**src/rtl/pixel_result_queue_if.sv**
```systemverilog
// Stream bundle between the iteration engine, the pixel result queue and
// the frame-buffer writer. The queue takes the slave modport; whoever drives
// pixel results and consumes the RGB stream takes the master modport.
interface pixel_result_queue_if #(
   parameter int DEPTH  = 8,
   parameter int ITER_W = 8
);
   localparam int LW = $clog2(DEPTH) + 1;

   logic              in_valid;
   logic [ITER_W-1:0] in_iter;
   logic              in_escaped;
   logic              full_queue;
   logic [23:0]       out_data;
   logic              out_valid;
   logic              out_ready;
   logic              out_sof;
   logic              out_eol;
   logic              overflow;
   logic [LW-1:0]     level;

   modport master (
      output in_valid, in_iter, in_escaped, out_ready,
      input  full_queue, out_data, out_valid, out_sof, out_eol, overflow, level
   );

   modport slave (
      input  in_valid, in_iter, in_escaped, out_ready,
      output full_queue, out_data, out_valid, out_sof, out_eol, overflow, level
   );
endinterface

```
**src/rtl/pixel_result_queue.sv**
```systemverilog
// Pixel result queue: maps escape results to RGB on write, buffers them in a
// circular FIFO with first-word fall-through, and tags the output stream
// with start-of-frame / end-of-line markers.
// Optional build macro PIXEL_RESULT_QUEUE_COLOUR_MAP_EN selects pseudo-colour
// bands instead of greyscale for escaped pixels.
module pixel_result_queue #(
   parameter int DEPTH  = 8,
   parameter int ITER_W = 8,
   parameter int WIDTH  = 640,
   parameter int HEIGHT = 480
) (
   input  logic                  clk,
   input  logic                  rst,
   pixel_result_queue_if.slave   bus
);
   localparam int AW = $clog2(DEPTH);
   localparam int LW = AW + 1;
   localparam int XW = (WIDTH  > 1) ? $clog2(WIDTH)  : 1;
   localparam int YW = (HEIGHT > 1) ? $clog2(HEIGHT) : 1;

   logic [23:0]   mem_q [DEPTH];
   logic [AW-1:0] rp_q, rp_d;
   logic [AW-1:0] wp_q, wp_d;
   logic [LW-1:0] level_q, level_d;
   logic          ovf_q, ovf_d;
   logic [XW-1:0] x_q, x_d;
   logic [YW-1:0] y_q, y_d;
   logic          out_valid;
   logic          rd_en;
   logic          wr_en;
   logic          is_full;

   // Colour mapping: inside-set pixels are black; escaped pixels use the top
   // eight bits of the iteration count.
   function automatic logic [23:0] map_colour(input logic escaped,
                                              input logic [ITER_W-1:0] iter);
      logic [7:0] c;
      c = iter[ITER_W-1 -: 8];
      if (!escaped) begin
         return 24'h000000;
      end
`ifdef PIXEL_RESULT_QUEUE_COLOUR_MAP_EN
      return {c, 8'(c << 1), 8'(c << 2)};
`else
      return {c, c, c};
`endif
   endfunction

   assign out_valid = (level_q != '0);
   assign is_full   = (level_q == LW'(DEPTH));
   assign rd_en     = out_valid && bus.out_ready;
   // A read in the same cycle frees the slot, so a full queue still accepts.
   assign wr_en     = bus.in_valid && (!is_full || rd_en);

   // Next-state for pointers, occupancy, sticky overflow and pixel counters.
   always_comb begin
      rp_d    = rp_q;
      wp_d    = wp_q;
      level_d = level_q;
      ovf_d   = ovf_q;
      x_d     = x_q;
      y_d     = y_q;
      if (bus.in_valid && !wr_en) begin
         ovf_d = 1'b1;
      end
      if (wr_en) begin
         wp_d = wp_q + AW'(1);
      end
      if (rd_en) begin
         rp_d = rp_q + AW'(1);
         if (x_q == XW'(WIDTH - 1)) begin
            x_d = '0;
            y_d = (y_q == YW'(HEIGHT - 1)) ? '0 : y_q + YW'(1);
         end else begin
            x_d = x_q + XW'(1);
         end
      end
      case ({wr_en, rd_en})
         2'b10:   level_d = level_q + LW'(1);
         2'b01:   level_d = level_q - LW'(1);
         default: level_d = level_q;
      endcase
   end

   // Control state register; reset discards queued pixels and restarts the frame.
   always_ff @(posedge clk) begin
      if (rst) begin
         rp_q    <= '0;
         wp_q    <= '0;
         level_q <= '0;
         ovf_q   <= 1'b0;
         x_q     <= '0;
         y_q     <= '0;
      end else begin
         rp_q    <= rp_d;
         wp_q    <= wp_d;
         level_q <= level_d;
         ovf_q   <= ovf_d;
         x_q     <= x_d;
         y_q     <= y_d;
      end
   end

   // FIFO storage holds final pixel words; contents need no reset.
   always_ff @(posedge clk) begin
      if (wr_en) begin
         mem_q[wp_q] <= map_colour(bus.in_escaped, bus.in_iter);
      end
   end

   assign bus.out_data   = mem_q[rp_q];
   assign bus.out_valid  = out_valid;
   assign bus.out_sof    = (x_q == '0) && (y_q == '0);
   assign bus.out_eol    = (x_q == XW'(WIDTH - 1));
   assign bus.overflow   = ovf_q;
   assign bus.level      = level_q;
   // Registered-only decode leaves one spare slot for the engine's in-flight write.
   assign bus.full_queue = (level_q >= LW'(DEPTH - 1));
endmodule

```
**src/flat_wrapper.sv**
```systemverilog
// flat-port wrapper written by rule: the top's interface ports become plain ports
module pixel_result_queue_flat 
#(
   parameter int DEPTH  = 8,
   parameter int ITER_W = 8,
   parameter int WIDTH  = 640,
   parameter int HEIGHT = 480
)
  (clk, rst, bus_in_valid, bus_in_iter, bus_in_escaped, bus_out_ready, bus_full_queue, bus_out_data, bus_out_valid, bus_out_sof, bus_out_eol, bus_overflow, bus_level);
  pixel_result_queue_if #(.DEPTH(DEPTH), .ITER_W(ITER_W)) bus_i ();
  input  logic clk;
  input  logic rst;
  input wire logic [$bits(bus_i.in_valid)-1:0] bus_in_valid;
  input wire logic [$bits(bus_i.in_iter)-1:0] bus_in_iter;
  input wire logic [$bits(bus_i.in_escaped)-1:0] bus_in_escaped;
  input wire logic [$bits(bus_i.out_ready)-1:0] bus_out_ready;
  output wire logic [$bits(bus_i.full_queue)-1:0] bus_full_queue;
  output wire logic [$bits(bus_i.out_data)-1:0] bus_out_data;
  output wire logic [$bits(bus_i.out_valid)-1:0] bus_out_valid;
  output wire logic [$bits(bus_i.out_sof)-1:0] bus_out_sof;
  output wire logic [$bits(bus_i.out_eol)-1:0] bus_out_eol;
  output wire logic [$bits(bus_i.overflow)-1:0] bus_overflow;
  output wire logic [$bits(bus_i.level)-1:0] bus_level;
  assign bus_i.in_valid = bus_in_valid;
  assign bus_i.in_iter = bus_in_iter;
  assign bus_i.in_escaped = bus_in_escaped;
  assign bus_i.out_ready = bus_out_ready;
  assign bus_full_queue = bus_i.full_queue;
  assign bus_out_data = bus_i.out_data;
  assign bus_out_valid = bus_i.out_valid;
  assign bus_out_sof = bus_i.out_sof;
  assign bus_out_eol = bus_i.out_eol;
  assign bus_overflow = bus_i.overflow;
  assign bus_level = bus_i.level;
  pixel_result_queue #(.DEPTH(DEPTH), .ITER_W(ITER_W), .WIDTH(WIDTH), .HEIGHT(HEIGHT)) u_core (.clk(clk), .rst(rst), .bus(bus_i));
endmodule
```
**config.mk**
```make
export PLATFORM = sky130hd
export DESIGN_NAME = pixel_result_queue_flat
export DESIGN_NICKNAME = d
export VERILOG_FILES = /design/src/rtl/pixel_result_queue_if.sv /design/src/rtl/pixel_result_queue.sv /design/src/flat_wrapper.sv
export SDC_FILE = /design/constraint.sdc
export NUM_CORES = 1
export LEC_CHECK = 0
export ABC_AREA = 1
export CORE_AREA = 5 5 112 114
export DETAILED_ROUTE_END_ITERATION = 10
export DIE_AREA = 0 0 117 119
export GPL_ROUTABILITY_DRIVEN = 1
export MAX_ROUTING_LAYER = met4
export SLEW_MARGIN = 20
export SYNTH_ARGS = -nofsm -noshare
export SYNTH_HDL_FRONTEND = slang
export SYNTH_SLANG_ARGS = --single-unit
```
**constraint.sdc**
```tcl
create_clock -name clk -period 4.1 [get_ports clk]
set_input_delay 0.82 -clock clk [delete_from_list [all_inputs] [get_ports clk]]
set_output_delay 0.82 -clock clk [all_outputs]
set_load 0.02 [all_outputs]
```
==> summary.md, run 1 <==
| Metric | Value |
|---|---|
| Setup fix buffers added after clock tree synthesis | 0 |
| I/O Buffers | 45 |
| Largest family of logic cells by synthesized area | simple AND/OR/NAND/NOR gates |
| Final min period | 3510 ps |
| Hold Path Origin | u_core.bus.overflow |
| Max stage delay on crit path | 670 ps |
| Post-synth top area share | 0.434 |
| RR Startpoint | u_core.bus.level[0] |
| Pin count of the biggest net entering global routing | 33 |
| Delay-heaviest family, CP | buffers and inverters |
| Worst-path clk slew | around 70 ps |
| Worst EP required | approximately 3300 ps |
| Worst-path maximum fanout | 17 |
| Synth area leader | edfxtp_1 |
| Bufs and invs on worst path | 2 |
| Commonest non-fill, non-tap cells in the layout | nor2_1 (85), nand2_1 (81), edfxtp_1 (64), inv_1 (49), clkdlybuf4s50_1 (45) |
| CTS tree | done |
| Setup TNS Final | 0 ps |
| Crit path kind | reg2out |
| Synth Area per Inst | 9.24 µm² |
| Synth Area in Compound Gates | 0.0920 |
| Crit path depth | 5 |
| Root buffer cell | clkbuf_16 |
| Final Setup Violations | 0 |
| Synthesized flop and latch total | 97 |
| Synth Area in Simple Gates | 0.201 |
| Status | finished clean |
| Global route total overflow | 0 |
| GRT Total Usage | 0.143 |
| Nature of the critical path endpoint | output pin |
| Final WL | 9070 µm |
| Period utilization | 0.857 |
| Post_cts resized | 0 |
| Register-to-Register Path Depth | 13 |
| Vias per std cell | about 4.8 |
| DR DRC count | 0 |
| Highest Clock Rate | about 280 MHz |
| Synth warnings | 0 |
| Die width | approximately 120 µm |
| CP max-delay cell | clkdlybuf4s50_1 |
| Number of max-cap violations | 0 |
| Crit-path cells | inv_1, nor2_1, o21ai_0, a31oi_1, clkdlybuf4s50_1 |
| Slew HR | 0.463 |
| Wire per inst | approximately 14 µm |
| Gate count after technology mapping | 480 |
| Worst slew pin tran | 802 ps |
| N_diodes | 0 |
| Synth Net Count | 502 |
| Final Max Slew Viols | 0 |
| Vias in the first global route | between 3000 and 4000 |
| Global-route wire length before repair | 15100 µm |
| Crit start category | flop |
| Hold_ws | 469 ps |
| Leak Pwr | 1.99 nW |
| Reg2reg setup slack | 1950 ps |
| Area share of fa/ha/maj cells after synthesis | 0.0271 |
| Clock Latency Late Sink | between 300 and 400 ps |
| Power per cell area | 544 nW/µm² |
| Synthesized area | 4430 µm² |
| Die ar. | approximately 14000 µm² |
| Mux cell area share after synthesis | 0 |
| Clock Sinks | 97 |
| Core footprint | 11300 µm² |
| Io pins | 46 |
| Share of cells above drive strength 1 | 0.0735 |
| Worst clock skew | roughly 6 ps |
| Max clock buf depth | 2 |
| Arr. time, crit path | 2690 ps |
| Num CTS Buffers | 9 |
| Part of the Yosys area used for sequential elements | 0.583 |
| Number of nets in the layout | 534 |
| RePlAce Congestion | approximately 0.80 |
| Routed vias | 3165 |
| RSZ-0062 raised after global routing | no |
| Site Rows | 39 |
| Min-Delay Path Depth | 2 |
| Most common cell after layout, fill and taps aside | nor2_1 |
| Post-CTS Hold Buffers | 0 |
| Top cells by area, synth | edfxtp_1 (43%), dfxtp_1 (15%), nor2_1 (7.2%) |
| DIE HEIGHT | 119 µm |
| Detailed Place HPWL | 6370 µm |
| Hold Path Class | reg2reg |
| XOR/XNOR Fraction of Synth Area | 0.00988 |
| Final antenna-violating net count | 0 |
| Layout area overhead | 17.7% |
| 1st-iter DRT viols | 151 |
| Initial antenna violation count | 0 |
| Netlist cell types | 31 |
| Worst setup margin | 587 ps |
| Worst ir drop on vdd | 0.000292 V |
| CTS H-Tree Depth | 3 |
| Dpl ws | 931 ps |
| First-pass DRT Iterations | 4 |
| Initial Utilization | 0.392 |
| Hold endpoint | u_core.bus.overflow |
| Final hold vios | 0 |
| Worst r2r dst | u_core.bus.level[3] |
synth_stat cells:
master	n
nor2_1	85
nand2_1	81
edfxtp_1	64
inv_1	49
o21ai_0	41
dfxtp_1	33
a21oi_1	22
nand3_1	19
buf_4	16
clkbuf_1	11
a31oi_1	8
ha_1	8
nand2_2	6
nand4_1	5
nor3_1	4
buf_6	3
nor2_2	3
xor2_1	3
inv_2	2
nor2_4	2
nor4_1	2
o21a_1	2
o21ai_1	2
xnor2_1	2
a31o_2	1
fa_1	1
nand3_2	1
nand3b_1	1
nor3b_1	1
o21ai_2	1
or2_2	1
area by class of cell:
type                    count  area, µm²
clock buffers              10        229
clock inverters             6       75.1
fillers                  1074       6100
inverters                  51        191
multi-input cells         302       1460
flip-flops and latches     97       2580
well taps                 143        179
repair buffers             51        495
metrics by stage:
stage          instance area (µm²)  std cells  total power, mW  utilization
2_1_floorplan                 4430        480             1.76            -
3_3_place_gp                  4910        644             2.01        0.434
3_5_place_dp                  4910        644             2.02        0.434
4_1_cts                       5220        660             2.88        0.461
5_1_grt                       5220        660             3.01        0.461
6_report                      5220        660             2.84        0.461
power by group:
part	switching, mW	leakage, nW	total (mW)	internal, mW
clock network	0.366	0.146	0.849	0.483
logic	0.496	0.988	0.845	0.349
registers	0.0494	0.860	1.15	1.10
total	0.911	1.99	2.84	1.93
metal layers:
layer	part of all wire	routed length (µm)	global-route usage
met1	0.47	4230	0.183
met5	0	0	-
met3	0.051	463	0.0380
met4	0.0051	46	0.0373
met2	0.48	4330	0.226
how the worst max path moves through the flow:
stage	from	to	slack (ps)
2_1_floorplan	flop	bus_out_data[10]	1610
4_1_cts	flop	bus_out_data[0]	560
5_1_grt	flop	bus_out_data[2]	300
3_5_place_dp	flop	bus_out_data[0]	930
3_3_place_gp	flop	bus_out_data[11]	1030
6_report	flop	bus_out_data[0]	590
worst reg2reg max path: cells and delay by family, from the launching register on:
kind / cells / cell delay [ps]
compound gates: 1 / 190
fa+ha+maj: 1 / 320
buf+inv: 2 / 230
flops: 1 / 360
simple gates: 9 / 940
logic make-up after synthesis:
kind of cell,Yosys count
adder cells (fa/ha/maj),9
AND/OR/NAND/NOR,211
flip-flops,97
AO/OA/AOI/OAI,77
buffers and inverters,81
XOR/XNOR,5
sequential cells by signal (all words and copies together) (netlist names), named ones only:
name                 cells
u_core.y_q               9
u_core.bus.level         4
u_core.bus.overflow      1
u_core.mem_q            64
u_core.x_q              10
u_core.rp_q              3
u_core.wp_q              3
Note: power is estimated with default switching activity, not from simulation.
==> run 2, diff against run 1 <==
Settings changed: CORE_AREA 5 5 112 114 to 5 5 92 94, DIE_AREA 0 0 117 119 to 0 0 97 99, PLACE_DENSITY set to 0.83.
==> summary.md, run 2 (synthesis results as in run 1) <==
| Metric | Value |
|---|---|
| Status | finished clean |
| Vias per std cell | 5.37 (+12%) |
| Max clock buf depth | 2 (unchanged) |
| Share of cells above drive strength 1 | 0.0682 (-0.00527) |
| Post-route design area | 5050 µm² (-3.2%) |
| Crit start category | flop |
| Worst-path clk slew | 90 ps (+20 ps) |
| DIE HEIGHT | 99 µm (-17%) |
| Hold Path Origin | u_core.x_q[8] |
| Wire per inst | 15.1 µm (+10%) |
| Final hold vios | 0 (unchanged) |
| Register-to-Register Path Depth | 13 (unchanged) |
| Nature of the critical path endpoint | output pin |
| First-pass DRT Iterations | 4 (unchanged) |
| Detailed Place HPWL | 6310 µm (-0.96%) |
| Cell Count, Final, Fillers Out | 615 (-6.8%) |
| Final antenna-violating net count | 0 (unchanged) |
| Worst slew pin tran | 939 ps (+137 ps) |
| Post-CTS Hold Buffers | 0 (unchanged) |
| Global-route wire length before repair | 15300 µm (+0.77%) |
| Period utilization | 0.856 (about the same) |
| RePlAce Congestion | 0.867 (+9.0%) |
| Most common cell after layout, fill and taps aside | nor2_1 |
| Reg with most FFs | u_core.mem_q |
| Final Max Slew Viols | 0 (unchanged) |
| I/O Buffers | 45 (unchanged) |
| Commonest non-fill, non-tap cells in the layout | nor2_1 (85), nand2_1 (81), edfxtp_1 (64), inv_1 (49), clkdlybuf4s50_1 (45) |
| Layout area overhead | 13.9% |
| Setup TNS Final | 0 ps (unchanged) |
| Final WL | 9300 µm (+2.5%) |
| N_diodes | 0 (unchanged) |
| 1st-iter DRT viols | 199 (+32%) |
| Routed vias | 3304 (+4.4%) |
| Power per cell area | 530 nW/µm² (-2.6%) |
| DP Cell Count | 599 (-7.0%) |
| CTS H-Tree Depth | 3 (unchanged) |
| Die ar. | 9600 µm² (-31%) |
| Site Rows | 32 (-18%) |
| Clock Latency Late Sink | 360 ps (+20 ps) |
| Crit-path cells | inv_1, nor2_1, o21ai_0, a21oi_1, a31oi_1, clkdlybuf4s50_1 |
| CTS tree | done |
| Top flop regs | u_core.mem_q x64, u_core.x_q x10, u_core.y_q x9 |
| Crit path kind | reg2out |
| Arr. time, crit path | 2690 ps (about the same) |
| Area after DPL | 4830 µm² (-1.7%) |
| Clock Sinks | 97 (unchanged) |
| Die width | 97 µm (-17%) |
| Hold Path Class | reg2reg |
| Global route total overflow | 0 (unchanged) |
| Core footprint | 7570 µm² (-33%) |
| Core Util, Final | 0.667 (+0.206) |
| Vias in the first global route | 3145 (+0.29%) |
| Final min period | 3510 ps (-2.20 ps) |
| Min-Delay Path Depth | 1 (-1) |
| RR Startpoint | u_core.bus.level[0] |
| Post_cts resized | 0 (unchanged) |
| GRT Total Usage | 0.206 (+0.0632) |
| Number of max-cap violations | 0 (unchanged) |
| Initial antenna violation count | 0 (unchanged) |
| Worst ir drop on vdd | 0.000302 V (+3.4%) |
| Num CTS Buffers | 9 (unchanged) |
| Worst r2r dst | u_core.bus.level[3] |
| RSZ-0062 raised after global routing | no |
| Number of nets in the layout | 530 (-0.75%) |
| CP max-delay cell | clkdlybuf4s50_1 |
| Setup fix buffers added after clock tree synthesis | 0 (unchanged) |
| Worst EP required | 3280 ps (about the same) |
| Highest Clock Rate | 285 MHz (about the same) |
| DR DRC count | 0 (unchanged) |
| Pin count of the biggest net entering global routing | 33 (unchanged) |
| Leak Pwr | 1.94 nW (-2.7%) |
| Io pins | 46 (unchanged) |
| Root buffer cell | clkbuf_8 |
| Max reg flops | 64 (unchanged) |
| Worst-path maximum fanout | 32 (+15) |
| Reg2reg setup slack | 1950 ps (about the same) |
| Worst clock skew | 6.72 ps (+0.716 ps) |
| Initial Utilization | 0.586 (+0.194) |
| Slew HR | 0.372 (-0.0915) |
| Hold endpoint | u_core.x_q[8] |
| Max stage delay on crit path | 680 ps (about the same) |
| Final Setup Violations | 0 (unchanged) |
==> run 2: worst max-delay path by stage <==
stage               from          endpoint  slack (ps)  cells past startpoint
floorplan           flop  bus_out_data[10]        1610                      7
global placement    flop  bus_out_data[14]        1150                      6
detailed placement  flop  bus_out_data[11]        1080                      4
CTS                 flop  bus_out_data[14]         610                      6
global route        flop  bus_out_data[15]         400                      6
finish              flop  bus_out_data[22]         590                      6
==> run 2: layout make-up <==
| type | count | area [µm²] |
|---|---|---|
| clock buffer | 9 | 124 |
| clock inverter | 7 | 92.6 |
| fill | 573 | 2520 |
| inverter | 51 | 191 |
| multi-input combinational | 302 | 1460 |
| sequential | 97 | 2580 |
| tap | 102 | 128 |
| timing repair buffer | 47 | 465 |
==> run 2: critical path: cells and delay by family (launching register included) <==
| kind | cells | cell delay (ps) |
|---|---|---|
| AO/OA/AOI/OAI | 3 | 600 |
| AND/OR/NAND/NOR | 1 | 70 |
| buffers and inverters | 2 | 1320 |
| flip-flops | 1 | 320 |
==> run 2: routing by layer <==
| layer | global-route usage | wire, µm | part of all wire |
|---|---|---|---|
| met3 | 0.0481 | 552 | 0.059 |
| met1 | 0.252 | 3990 | 0.43 |
| met5 | - | 0 | 0 |
| met4 | 0.0821 | 227 | 0.024 |
| met2 | 0.333 | 4520 | 0.49 |
==> run 2: power by group <==
part	switching [mW]	internal [mW]	leakage [nW]	total [mW]
Combinational	0.515	0.349	0.967	0.865
Clock	0.333	0.344	0.113	0.676
Sequential	0.0405	1.10	0.860	1.14
Total	0.889	1.79	1.94	2.68
==> run 2: metrics by stage <==
stage	power [mW]	hold slack [ps]	worst slack (ps)
after floorplan	1.76	433	1610
after global placement	2.00	448	1150
after detailed placement	2.02	459	1080
after CTS	2.69	480	608
after global routing	2.81	495	397
final	2.68	479	589
==> run 3, diff against run 2 <==
Settings changed: CORE_AREA 5 5 92 94 to 2 2 89 91, DIE_AREA 0 0 97 99 to 0 0 91 93.
==> summary.md, run 3 (synthesis results as in run 1) <==
| Metric | Value |
|---|---|
| Site Rows | 32 (unchanged) |
| Clock Latency Late Sink | 370 ps (about the same) |
| Max layer used | met4 |
| Worst setup margin | 588 ps (-0.719 ps) |
| Vias per std cell | 5.34 (-0.56%) |
| Status | finished clean |
| Power per cell area | 539 nW/µm² (+1.7%) |
| Final WL | 9030 µm (-2.9%) |
| Number of nets in the layout | 529 (-0.19%) |
| Met2 WL post-DR | 4300 µm (-4.9%) |
| Met3 wire length | 645 µm (+17%) |
| Number of max-cap violations | 0 (unchanged) |
| Crit-path cells | inv_1, nor2_1, o21ai_0, a31oi_1, clkdlybuf4s50_1 |
| Most common cell after layout, fill and taps aside | nor2_1 |
| Detailed Place HPWL | 6120 µm (-3.0%) |
| Num CTS Buffers | 9 (unchanged) |
| Period utilization | 0.857 (about the same) |
| Wire per inst | 14.7 µm (-2.7%) |
| Routed vias | 3280 (-0.73%) |
| Hold endpoint | u_core.x_q[8] |
| Bufs and invs on worst path | 2 (unchanged) |
| Sequential standard cell area | 2580 µm² (unchanged) |
| Initial antenna violation count | 0 (unchanged) |
| Hold Path Class | reg2reg |
| Crit path kind | reg2out |
| Global-route wire length before repair | 15100 µm (-0.81%) |
| Final antenna-violating net count | 0 (unchanged) |
| Worst ir drop on vdd | 0.000275 V (-9.1%) |
| Area after DPL | 4820 µm² (-0.16%) |
| Worst slew pin tran | 976 ps (+36.7 ps) |
| Leak Pwr | 1.94 nW (+0.13%) |
| DIE HEIGHT | 93 µm (-6.1%) |
| Setup fix buffers added after clock tree synthesis | 0 (unchanged) |
| Cell Count, Final, Fillers Out | 614 (-0.16%) |
| Clock Sinks | 97 (unchanged) |
| Final Setup Violations | 0 (unchanged) |
| Worst-path clk slew | 90 ps (about the same) |
| Worst r2r dst | u_core.bus.level[3] |
| Highest Clock Rate | 285 MHz (about the same) |
| Global route total overflow | 0 (unchanged) |
| Die width | 91 µm (-6.2%) |
| Core Util, Final | 0.673 (+0.00621) |
| Setup TNS Final | 0 ps (unchanged) |
| Register-to-Register Path Depth | 13 (unchanged) |
| Max clock buf depth | 2 (unchanged) |
| Slew HR | 0.347 (-0.0245) |
| 1st-iter DRT viols | 160 (-20%) |
| Final min period | 3510 ps (+0.719 ps) |
| CTS tree | done |
| Arr. time, crit path | 2690 ps (about the same) |
| Max stage delay on crit path | 670 ps (about the same) |
| Initial Utilization | 0.589 (+0.00312) |
| Reg2reg setup slack | 1940 ps (about the same) |
| First-pass DRT Iterations | 5 (+1) |
| Nature of the critical path endpoint | output pin |
| DP Cell Count | 598 (-0.17%) |
| Vias in the first global route | 3168 (+0.73%) |
| CP max-delay cell | clkdlybuf4s50_1 |
| M1 WL | 3840 µm (-3.9%) |
| Delay-heaviest family, CP | buffers and inverters |
| Post-CTS Hold Buffers | 0 (unchanged) |
| DR DRC count | 0 (unchanged) |
| Layout fillers | 597 (+4.2%) |
| Hold Path Origin | u_core.x_q[8] |
| RSZ-0062 raised after global routing | no |
| Dpl ws | 996 ps (-81.0 ps) |
| I/O Buffers | 45 (unchanged) |
| Share of cells above drive strength 1 | 0.0645 (-0.00377) |
| Crit start category | flop |
| Top flop regs | u_core.mem_q x64, u_core.x_q x10, u_core.y_q x9 |
| Worst EP required | 3280 ps (about the same) |
| GRT Total Usage | 0.235 (+0.0293) |
| Core footprint | 7530 µm² (-0.53%) |
| Min-Delay Path Depth | 1 (unchanged) |
| Pin count of the biggest net entering global routing | 33 (unchanged) |
| Io pins | 46 (unchanged) |
| Max reg flops | 64 (unchanged) |
| Final Max Slew Viols | 0 (unchanged) |
| Layout area overhead | 14.3% |
| RePlAce Congestion | 0.841 (-2.9%) |
| Die ar. | 8460 µm² (-12%) |
| Multi-input logic area | 1460 µm² (unchanged) |
| Worst-path maximum fanout | 17 (-47%) |
| Worst clock skew | 7.33 ps (+0.612 ps) |
| Root buffer cell | clkbuf_8 |
| Reg with most FFs | u_core.mem_q |
| CTS H-Tree Depth | 3 (unchanged) |
| Post_cts resized | 0 (unchanged) |
| Post-route design area | 5070 µm² (+0.40%) |
| RR Startpoint | u_core.bus.level[0] |
| N_diodes | 0 (unchanged) |
| Commonest non-fill, non-tap cells in the layout | nor2_1 (85), nand2_1 (81), edfxtp_1 (64), inv_1 (49), clkdlybuf4s50_1 (45) |
| Final hold vios | 0 (unchanged) |
==> run 3: where the power goes <==
group	internal, mW	switching (mW)
Clock	0.410	0.335
Sequential	1.10	0.0496
Combinational	0.346	0.497
Total	1.85	0.882
==> run 3: cell type report <==
type	count	area share
Inverter	51	0.0378
Tap cell	102	0.0252
Sequential cell	97	0.510
Multi-Input combinational cell	302	0.289
Clock buffer	10	0.0252
Clock inverter	6	0.0230
Timing Repair Buffer	46	0.0904
==> run 3: per-stage QoR <==
step | hold WS [ps] | total power [mW]
2_1_floorplan | 433 | 1.76
3_3_place_gp | 448 | 1.99
3_5_place_dp | 455 | 2.01
4_1_cts | 477 | 2.75
5_1_grt | 504 | 2.86
6_report | 470 | 2.73
==> run 3: layer usage <==
layer,track usage,vias to the layer above
met5,-,-
met1,0.293,1492
met3,0.0451,21
met4,0.111,0
met2,0.377,143
li1,-,1624
==> run 3: worst max path at each step <==
stage / to / slack, ps / cells past startpoint
after detailed placement: bus_out_data[0] / 1000 / 6
after floorplan: bus_out_data[10] / 1610 / 7
final: bus_out_data[19] / 590 / 5
after global routing: bus_out_data[0] / 290 / 5
after global placement: bus_out_data[22] / 1040 / 6
after CTS: bus_out_data[0] / 590 / 6
